--- src/rtl/zmodem_pkg.sv ---
// ZMODEM receive-path constants, FSM encoding and byte classifiers.
// Shared by the ZDLE decoder and the transmit-side escaper.
package zmodem_pkg;

    localparam logic [7:0] ZDLE   = 8'h18;
    localparam logic [7:0] ZCRCE  = 8'h68;
    localparam logic [7:0] ZCRCG  = 8'h69;
    localparam logic [7:0] ZCRCQ  = 8'h6A;
    localparam logic [7:0] ZCRCW  = 8'h6B;
    localparam logic [7:0] ZRUB0  = 8'h6C;
    localparam logic [7:0] ZRUB1  = 8'h6D;
    localparam logic [7:0] XON    = 8'h11;
    localparam logic [7:0] XOFF   = 8'h13;
    localparam logic [7:0] XON_P  = 8'h91;
    localparam logic [7:0] XOFF_P = 8'h93;

    localparam logic [2:0] CAN_ABORT_COUNT = 3'd5;

    typedef enum logic {
        NORMAL = 1'b0,
        ESCAPE = 1'b1
    } zdle_state_t;

    function automatic logic is_flow(input logic [7:0] b);
        return (b == XON) || (b == XOFF) || (b == XON_P) || (b == XOFF_P);
    endfunction

    function automatic logic is_marker(input logic [7:0] b);
        return (b >= ZCRCE) && (b <= ZCRCW);
    endfunction

endpackage

--- src/rtl/zdle_fifo.sv ---
// Synchronous show-ahead FIFO; head entry visible on rd_data while !empty.
// Pointers carry one extra wrap bit so full/empty need no counter.
module zdle_fifo #(
    parameter int WIDTH = 9,
    parameter int DEPTH = 8
) (
    input  logic             clk,
    input  logic             reset,
    input  logic             clear,
    input  logic             wr_en,
    input  logic [WIDTH-1:0] wr_data,
    input  logic             rd_en,
    output logic [WIDTH-1:0] rd_data,
    output logic             full,
    output logic             empty
);

    localparam int AW = $clog2(DEPTH);
    localparam logic [AW:0] ONE = 1;

    logic [WIDTH-1:0] mem [DEPTH];
    logic [AW:0]      wr_ptr;
    logic [AW:0]      rd_ptr;
    logic             do_wr;
    logic             do_rd;

    assign empty = (wr_ptr == rd_ptr);
    assign full  = (wr_ptr[AW] != rd_ptr[AW]) &&
                   (wr_ptr[AW-1:0] == rd_ptr[AW-1:0]);

    assign do_rd = rd_en && !empty && !clear;
    // A pop in the same cycle frees the slot, so a full FIFO still accepts.
    assign do_wr = wr_en && (!full || do_rd) && !clear;

    assign rd_data = mem[rd_ptr[AW-1:0]];

    always_ff @(posedge clk or negedge reset) begin
        if (!reset) begin
            wr_ptr <= '0;
            rd_ptr <= '0;
        end else if (clear) begin
            wr_ptr <= '0;
            rd_ptr <= '0;
        end else begin
            if (do_wr) wr_ptr <= wr_ptr + ONE;
            if (do_rd) rd_ptr <= rd_ptr + ONE;
        end
    end

    always_ff @(posedge clk) begin
        if (do_wr) mem[wr_ptr[AW-1:0]] <= wr_data;
    end

endmodule

--- src/rtl/zdle_decoder.sv ---
// ZMODEM receive unescaper: strips ZDLE escapes and XON/XOFF, flags
// frame-end markers, detects 5xCAN abort, buffers into a show-ahead FIFO.
module zdle_decoder
    import zmodem_pkg::*;
#(
    parameter int DEPTH = 8
) (
    input  logic       clk,
    input  logic       reset,
    input  logic       clear,
    input  logic [7:0] in_data,
    input  logic       in_valid,
    output logic [7:0] out_data,
    output logic       out_marker,
    output logic       out_valid,
    input  logic       out_ready,
    output logic       cancel,
    output logic       bad_escape,
    output logic       overflow
);

    zdle_state_t state, state_n;
    logic [2:0]  can_cnt, can_cnt_n;
    logic        act;
    logic        emit;
    logic [8:0]  emit_word;
    logic        cancel_d;
    logic        bad_d;
    logic [8:0]  head;
    logic        full;
    logic        empty;

    assign act = in_valid && !clear;

    always_ff @(posedge clk or negedge reset) begin
        if (!reset) begin
            state   <= NORMAL;
            can_cnt <= '0;
        end else if (clear) begin
            state   <= NORMAL;
            can_cnt <= '0;
        end else begin
            state   <= state_n;
            can_cnt <= can_cnt_n;
        end
    end

    always_comb begin
        state_n   = state;
        can_cnt_n = can_cnt;
        if (act) begin
            unique case (state)
                NORMAL: begin
                    can_cnt_n = '0;
                    if (in_data == ZDLE) begin
                        state_n   = ESCAPE;
                        can_cnt_n = 3'd1;
                    end
                end
                ESCAPE: begin
                    if (in_data == ZDLE) begin
                        if (can_cnt + 3'd1 == CAN_ABORT_COUNT) begin
                            state_n   = NORMAL;
                            can_cnt_n = '0;
                        end else begin
                            can_cnt_n = can_cnt + 3'd1;
                        end
                    end else if (!is_flow(in_data)) begin
                        state_n   = NORMAL;
                        can_cnt_n = '0;
                    end
                end
            endcase
        end
    end

    always_comb begin
        emit      = 1'b0;
        emit_word = {1'b0, in_data};
        cancel_d  = 1'b0;
        bad_d     = 1'b0;
        if (act) begin
            unique case (state)
                NORMAL: begin
                    emit = (in_data != ZDLE) && !is_flow(in_data);
                end
                ESCAPE: begin
                    if (in_data == ZDLE) begin
                        cancel_d = (can_cnt + 3'd1 == CAN_ABORT_COUNT);
                    end else if (is_flow(in_data)) begin
                        emit = 1'b0;
                    end else if (is_marker(in_data)) begin
                        emit      = 1'b1;
                        emit_word = {1'b1, in_data};
                    end else if (in_data == ZRUB0) begin
                        emit      = 1'b1;
                        emit_word = {1'b0, 8'h7F};
                    end else if (in_data == ZRUB1) begin
                        emit      = 1'b1;
                        emit_word = {1'b0, 8'hFF};
                    end else if ((in_data & 8'h60) == 8'h40) begin
                        emit      = 1'b1;
                        emit_word = {1'b0, in_data ^ 8'h40};
                    end else begin
                        bad_d = 1'b1;
                    end
                end
            endcase
        end
    end

    always_ff @(posedge clk or negedge reset) begin
        if (!reset) begin
            cancel     <= 1'b0;
            bad_escape <= 1'b0;
            overflow   <= 1'b0;
        end else if (clear) begin
            cancel     <= 1'b0;
            bad_escape <= 1'b0;
            overflow   <= 1'b0;
        end else begin
            cancel     <= cancel_d;
            bad_escape <= bad_d;
            // full implies non-empty, so out_ready alone means a pop happens
            if (emit && full && !out_ready) overflow <= 1'b1;
        end
    end

    zdle_fifo #(
        .WIDTH(9),
        .DEPTH(DEPTH)
    ) u_fifo (
        .clk    (clk),
        .reset  (reset),
        .clear  (clear),
        .wr_en  (emit),
        .wr_data(emit_word),
        .rd_en  (out_ready),
        .rd_data(head),
        .full   (full),
        .empty  (empty)
    );

    assign out_valid  = !empty;
    assign out_data   = out_valid ? head[7:0] : 8'h00;
    assign out_marker = out_valid && head[8];

endmodule

--- config.mk ---
export PLATFORM = sky130hd
export DESIGN_NAME = zdle_decoder
export DESIGN_NICKNAME = d
export VERILOG_FILES = /design/src/rtl/zmodem_pkg.sv /design/src/rtl/zdle_fifo.sv /design/src/rtl/zdle_decoder.sv
export SDC_FILE = /design/constraint.sdc
export NUM_CORES = 1
export LEC_CHECK = 0
export ABC_AREA = 1
export BUFFER_PORTS_ARGS = -buffer_cell sky130_fd_sc_hd__buf_2
export CORE_ASPECT_RATIO = 0.6
export CORE_MARGIN = 4
export CORE_UTILIZATION = 23
export CTS_BUF_LIST = sky130_fd_sc_hd__clkbuf_8
export DETAILED_ROUTE_END_ITERATION = 12
export GPL_ROUTABILITY_DRIVEN = 0
export SYNTH_ARGS = -nofsm -noshare
export SYNTH_HDL_FRONTEND = slang
export SYNTH_SLANG_ARGS = --single-unit
--- constraint.sdc ---
create_clock -name clk -period 4.5 [get_ports clk]
set_input_delay 1.125 -clock clk [delete_from_list [all_inputs] [get_ports clk]]
set_output_delay 1.125 -clock clk [all_outputs]
set_load 0.005 [all_outputs]
# After elaboration in Yosys (flattened, before gate mapping)
# Memories as Yosys holds them, arrays and structs flattened.
# Index checks and enable logic that the tools add are counted.
# totals
register_bits	15
ram_bits	72
output_inout_bits	13
wordCells	106
n_memories	1
# mem_list
memory	depth	width	rd	rd_ports_with_merged_regs	write_ports	line_no	source
u_fifo.mem	8	9	1	0	1	zdle_fifo.sv:21	logic [WIDTH-1:0] mem [DEPTH];
# classes
n_addsub	3
magnitude_cmp	2
n_eq_ne	14
n_mux	52
n_bitwise	2
reduce_logical	25
# op_table
op	count
$mux 9	5
$mux 1	31
$eq 8x5->1 const B	3
$mux 8	3
$eq 8x7->1 const B	2
$eq 8x8->1 const B	2
$mux 4	4
$mux 3	5
$logic_and 1x1->1	11
$add 4x1->4 const B	2
$ge 8x7->1 const B	1
$le 8x7->1 const B	1
$ne 8x5->1 const B	1
$reduce_bool 2->1	4
$mux 7	1
$pmux 3 s2	1
$logic_not 1->1	5
$eq 4x4->1	1
$logic_or 1x1->1	4
$ne 4x4->1 const B	1
$pmux 1 s2	2
$add 3x1->3 const B	1
$eq 3x3->1	1
$eq 3x3->1 const B	1
other kinds (4)	5

# Logic depth before layout (Yosys ltp)
# depth
ltp_word	13
ltp_mapped	10
ltp_nobuf	10

# Modules after synthesis
# A second synthesis with hierarchy kept.
# hier_totals
cells_unflattened	399
area_unflattened_um2	4112.7
# by_module_without_submodules
module	n_inst	cells_each	area_per_inst_um2	seq_area_each_um2
zdle_fifo	1	289	3449.6	2362.3
zdle_decoder	1	110	663.1	175.2

# Worst setup path before layout
# Ideal clock, no wire load.
# synth_path
kind	input to register
start	input clear
end	memory u_fifo.mem[0][0] (enable)
arrival_ns	2.588
t_required_ns	4.113
path_slack_ns	1.525
stages	7
cell_sequence	buf_6 nor2_2 nand3_2 nor2_4 nand2_2 buf_6 nor3_1
# synth_between
elab_chain_cells	7
elab_cells_between_ends	9
# synth_lines
item	line_no	source
start: declaration	zdle_decoder.sv:10	input logic clear,
$logic_not 1->1 *	zdle_fifo.sv:31, zdle_fifo.sv:33, zdle_decoder.sv:33	
$logic_and 1x1->1, on equally long branches	zdle_decoder.sv:33, zdle_fifo.sv:31	
$mux 1 or $logic_or 1x1->1 (tied branches)	zdle_decoder.sv:82, zdle_fifo.sv:33	
$logic_and 1x1->1	zdle_fifo.sv:33	assign do_wr = wr_en && (!full || do_rd) && !clear;
$logic_and 1x1->1 *	zdle_fifo.sv:33	
$mux 1 *	zdle_fifo.sv:51	if (do_wr) mem[wr_ptr[AW-1:0]] <= wr_data;
$mux 1 (implied by the code) *	zdle_fifo.sv:51	
end: declaration	zdle_fifo.sv:21	
# Every way passes the cells marked *; elsewhere a longest branch is shown, timed or not.

# Final worst setup path
# layout_path
start	register u_fifo.rd_ptr[2]
end	output out_data[5]
# layout_between
elab_chain_cells	2
elab_cells_between_ends	3
# layout_lines
item	line_no	source
start: declaration	zdle_fifo.sv:23	logic [AW:0] rd_ptr;
start signal: assignment	zdle_fifo.sv:46	if (do_rd) rd_ptr <= rd_ptr + ONE;
$mem_v2 8x9 or $eq 4x4->1 (tied branches)	n/a	
$mux 8 *	zdle_decoder.sv:145	assign out_data = out_valid ? head[7:0] : 8'h00;
end: declaration	zdle_decoder.sv:13	output logic [7:0] out_data,
# Marks and branches as above.

==> flow_metrics.tcl <==
set metrics [dict create \
    via_per_inst 4.48 \
    relSlewSlack_pct 30.7 \
    rr_endpoint "u_fifo.mem[6][3]" \
    synth_area_leaders "edfxtp_1 (55%), dfrtp_1 (9.6%), o21ai_0 (7.1%)" \
    rows 36 \
    setup_slack_ns 0.890 \
    endpoint_kind "output pin" \
    avgSynthCellArea_um2 10.5 \
    grt_pass1_wl_um 15100 \
    cts-resized-gates 0 \
    min_period_ns 3.61 \
    wl_per_cell_um 15.5 \
    grt_max_degree 39 \
    track_usage_pct 10.4 \
    ios 26 \
    yosysUniqueCellTypes 31 \
    synth.most_common_cell "nor2_1" \
    ys_warn_count 0 \
    yosysSeqAreaShare_pct 64.6 \
    drc_errors 0 \
    antenna_found_initial 0 \
    first_global_vias 2680 \
    synthCells 374 \
    die_w_um 177 \
    status "finished, final reports clean" \
    syn_nets 391 \
    ant_nets 0 \
    power.leakage_nw 1.67 \
    hpwl_um 6620 \
    portBuffers 25 \
    r2r_slack_ns 2.00 \
    finalSetupViolCount 0 \
    stdcell_count 633 \
    fin_skew_ns 0.00768 \
    switchingPower_mw 0.505 \
    seqPwrFrac_pct 52.0 \
    ir_worst_vdd_mv 0.144 \
    p_int_mw 1.24 \
    maxSlewViolCount 0 \
    pre_cts_slack_ns 1.26 \
    crit_fanout 13 \
    diodes 0 \
    finalSetupTns_ns 0 \
    cts_setup_buffers 0 \
    cts.sinks 87 \
    ys_seq_elements 87 \
    cts.path.max_buffers 2 \
    holdPathEnd "can_cnt[2]" \
    cts-buffers-inserted 9 \
    core_area_um2 16500 \
    drive_gt1_share_pct 15.6 \
    rsz0062_at_grt "no" \
    drt-initial-drc-count 273 \
    syn-cell-area_um2 3930 \
    cts_hold_buf 0 \
    place_inst 618 \
    synthToLayoutAreaGrowth_pct 14.7 \
    clockPowerShare_pct 30.0 \
    dr.pass1.iters 5 \
    yosysTopAreaCell "edfxtp_1" \
    synth_top_cell_area_share_pct 55.0 \
    cts_root_buf "clkbuf_8" \
    min_period_over_period_pct 80.2 \
    routed_wl_um 9810 \
    clock.fmax_mhz 277 \
    async_flop_share_pct 17.2 \
    fillerInstances 1730 \
    start_util_pct 23.8 \
    synth_edf_count 72 \
    synth_common_cells "nor2_1 (74), edfxtp_1 (72), o21ai_0 (56), nand2_1 (35), inv_1 (27)" \
    die_area_um2 19300 \
    p_per_area_nw_per_um2 388 \
    worstSkewPairLatency_ns 0.36 \
    final_nets 418 \
    whs_path_depth 2 \
    worst_pin_slew_ns 1.03 \
    hold_viol 0 \
    critical_path_class "reg2out" \
    hold_start "can_cnt[2]" \
    die_y_um 109 \
    htree_levels 3 \
    cts_tree "yes" \
    vias 2839 \
    synth_flop_cell "edfxtp_1" \
    hp-class "reg2reg" \
    sw_frac_of_total_pct 28.9 \
    start_kind "register" \
    reg2regPathDepth 4 \
    pwr-share-comb_pct 18.1 \
    overflow 0 \
    max_cap_viol_count 0 \
    arrival_ns 2.49 \
    cts.clk_slew.worst_paths_ns 0.08 \
    cp.required_ns 3.38 \
    crit-reg2reg-launch "u_fifo.rd_ptr[2]" \
]
==> power by group through the flow <==
stage	sequential (mW)	clock, mW	combinational, mW
6_report	0.908	0.524	0.316
4_1_cts	0.908	0.530	0.320
3_3_place_gp	0.925	0	0.311
3_5_place_dp	0.926	0	0.318
5_1_grt	0.911	0.563	0.358
2_1_floorplan	0.914	0	0.207
==> worst max path at each step <==
stage / to / slack [ns] / from
after detailed placement: u_fifo.mem[6][2] / 1.26 / in_data[2]
final: out_data[5] / 0.89 / u_fifo.rd_ptr[2]
after global routing: out_data[5] / 0.77 / u_fifo.rd_ptr[2]
after CTS: out_data[5] / 0.91 / u_fifo.rd_ptr[2]
after floorplan: u_fifo.mem[0][0] / 1.53 / clear
after global placement: out_data[5] / 1.32 / u_fifo.rd_ptr[2]
==> flip-flops by register name, summed over array words and instances, names as in the netlist <==
register	flops
can_cnt	3
bad_escape	1
state	1
u_fifo.rd_ptr	4
cancel	1
u_fifo.mem	72
overflow	1
u_fifo.wr_ptr	4
==> worst max-delay path: stages (launching register included) <==
cell and delay, ns:
dfrtp_1 0.77, xnor2_1 0.25, nand3_1 0.46, o21ai_0 0.19, nor2_1 0.27, buf_2 0.18
==> stage by stage <==
stage / hold WS, ns / total power, mW / cell area (µm²) / util [%]
after floorplan: 0.486 / 1.12 / 3930 / -
after global placement: 0.537 / 1.24 / 4320 / 26.2
after detailed placement: 0.575 / 1.24 / 4320 / 26.2
after CTS: 0.592 / 1.76 / 4510 / 27.3
after global routing: 0.622 / 1.83 / 4510 / 27.3
final: 0.595 / 1.75 / 4510 / 27.3
==> cell usage in the layout (no fill, tap or decap), drive strengths merged <==
cell type / n
nor3: 10
clkbuf: 9
buf: 36
inv: 30
nand2: 38
a21oi: 3
or2: 1
nand3: 17
xnor2: 1
bufinv: 1
xor2: 4
o2111ai: 2
nand4: 3
a31oi: 1
o22ai: 18
a31o: 1
o31ai: 1
ha: 4
nor2: 78
clkinvlp: 2
edfxtp: 72
dfrtp: 15
o21ai: 56
clkinv: 2
==> cell type report <==
cell class / instances / area [µm²] / share of cell area, %
inverters: 29 / 109 / 2.42
multi-input cells: 238 / 1180 / 26.2
clock buffers: 9 / 124 / 2.75
flip-flops and latches: 87 / 2540 / 56.3
clock inverters: 6 / 62.6 / 1.39
well taps: 228 / 285 / 6.33
repair buffers: 36 / 208 / 4.61
==> routing by layer <==
layer / share of wire, % / wire length, µm / up-vias / GRT usage, %
met3: 8.0 / 788 / 15 / 3.43
met4: 1.2 / 120 / 0 / 2.37
met5: 0 / 0 / - / 0
li1: - / - / 1347 / -
met1: 48 / 4740 / 1369 / 15.0
met2: 42 / 4160 / 108 / 15.0
==> logic make-up after synthesis <==
| group | synth area share [%] |
|---|---|
| xor+xnor | 1.11 |
| buf+inv | 5.32 |
| fa+ha+maj | 1.27 |
| compound gates | 11.6 |
| simple gates | 16.1 |
| flops | 64.6 |
No activity file was read; power rests on OpenSTA's default activity.
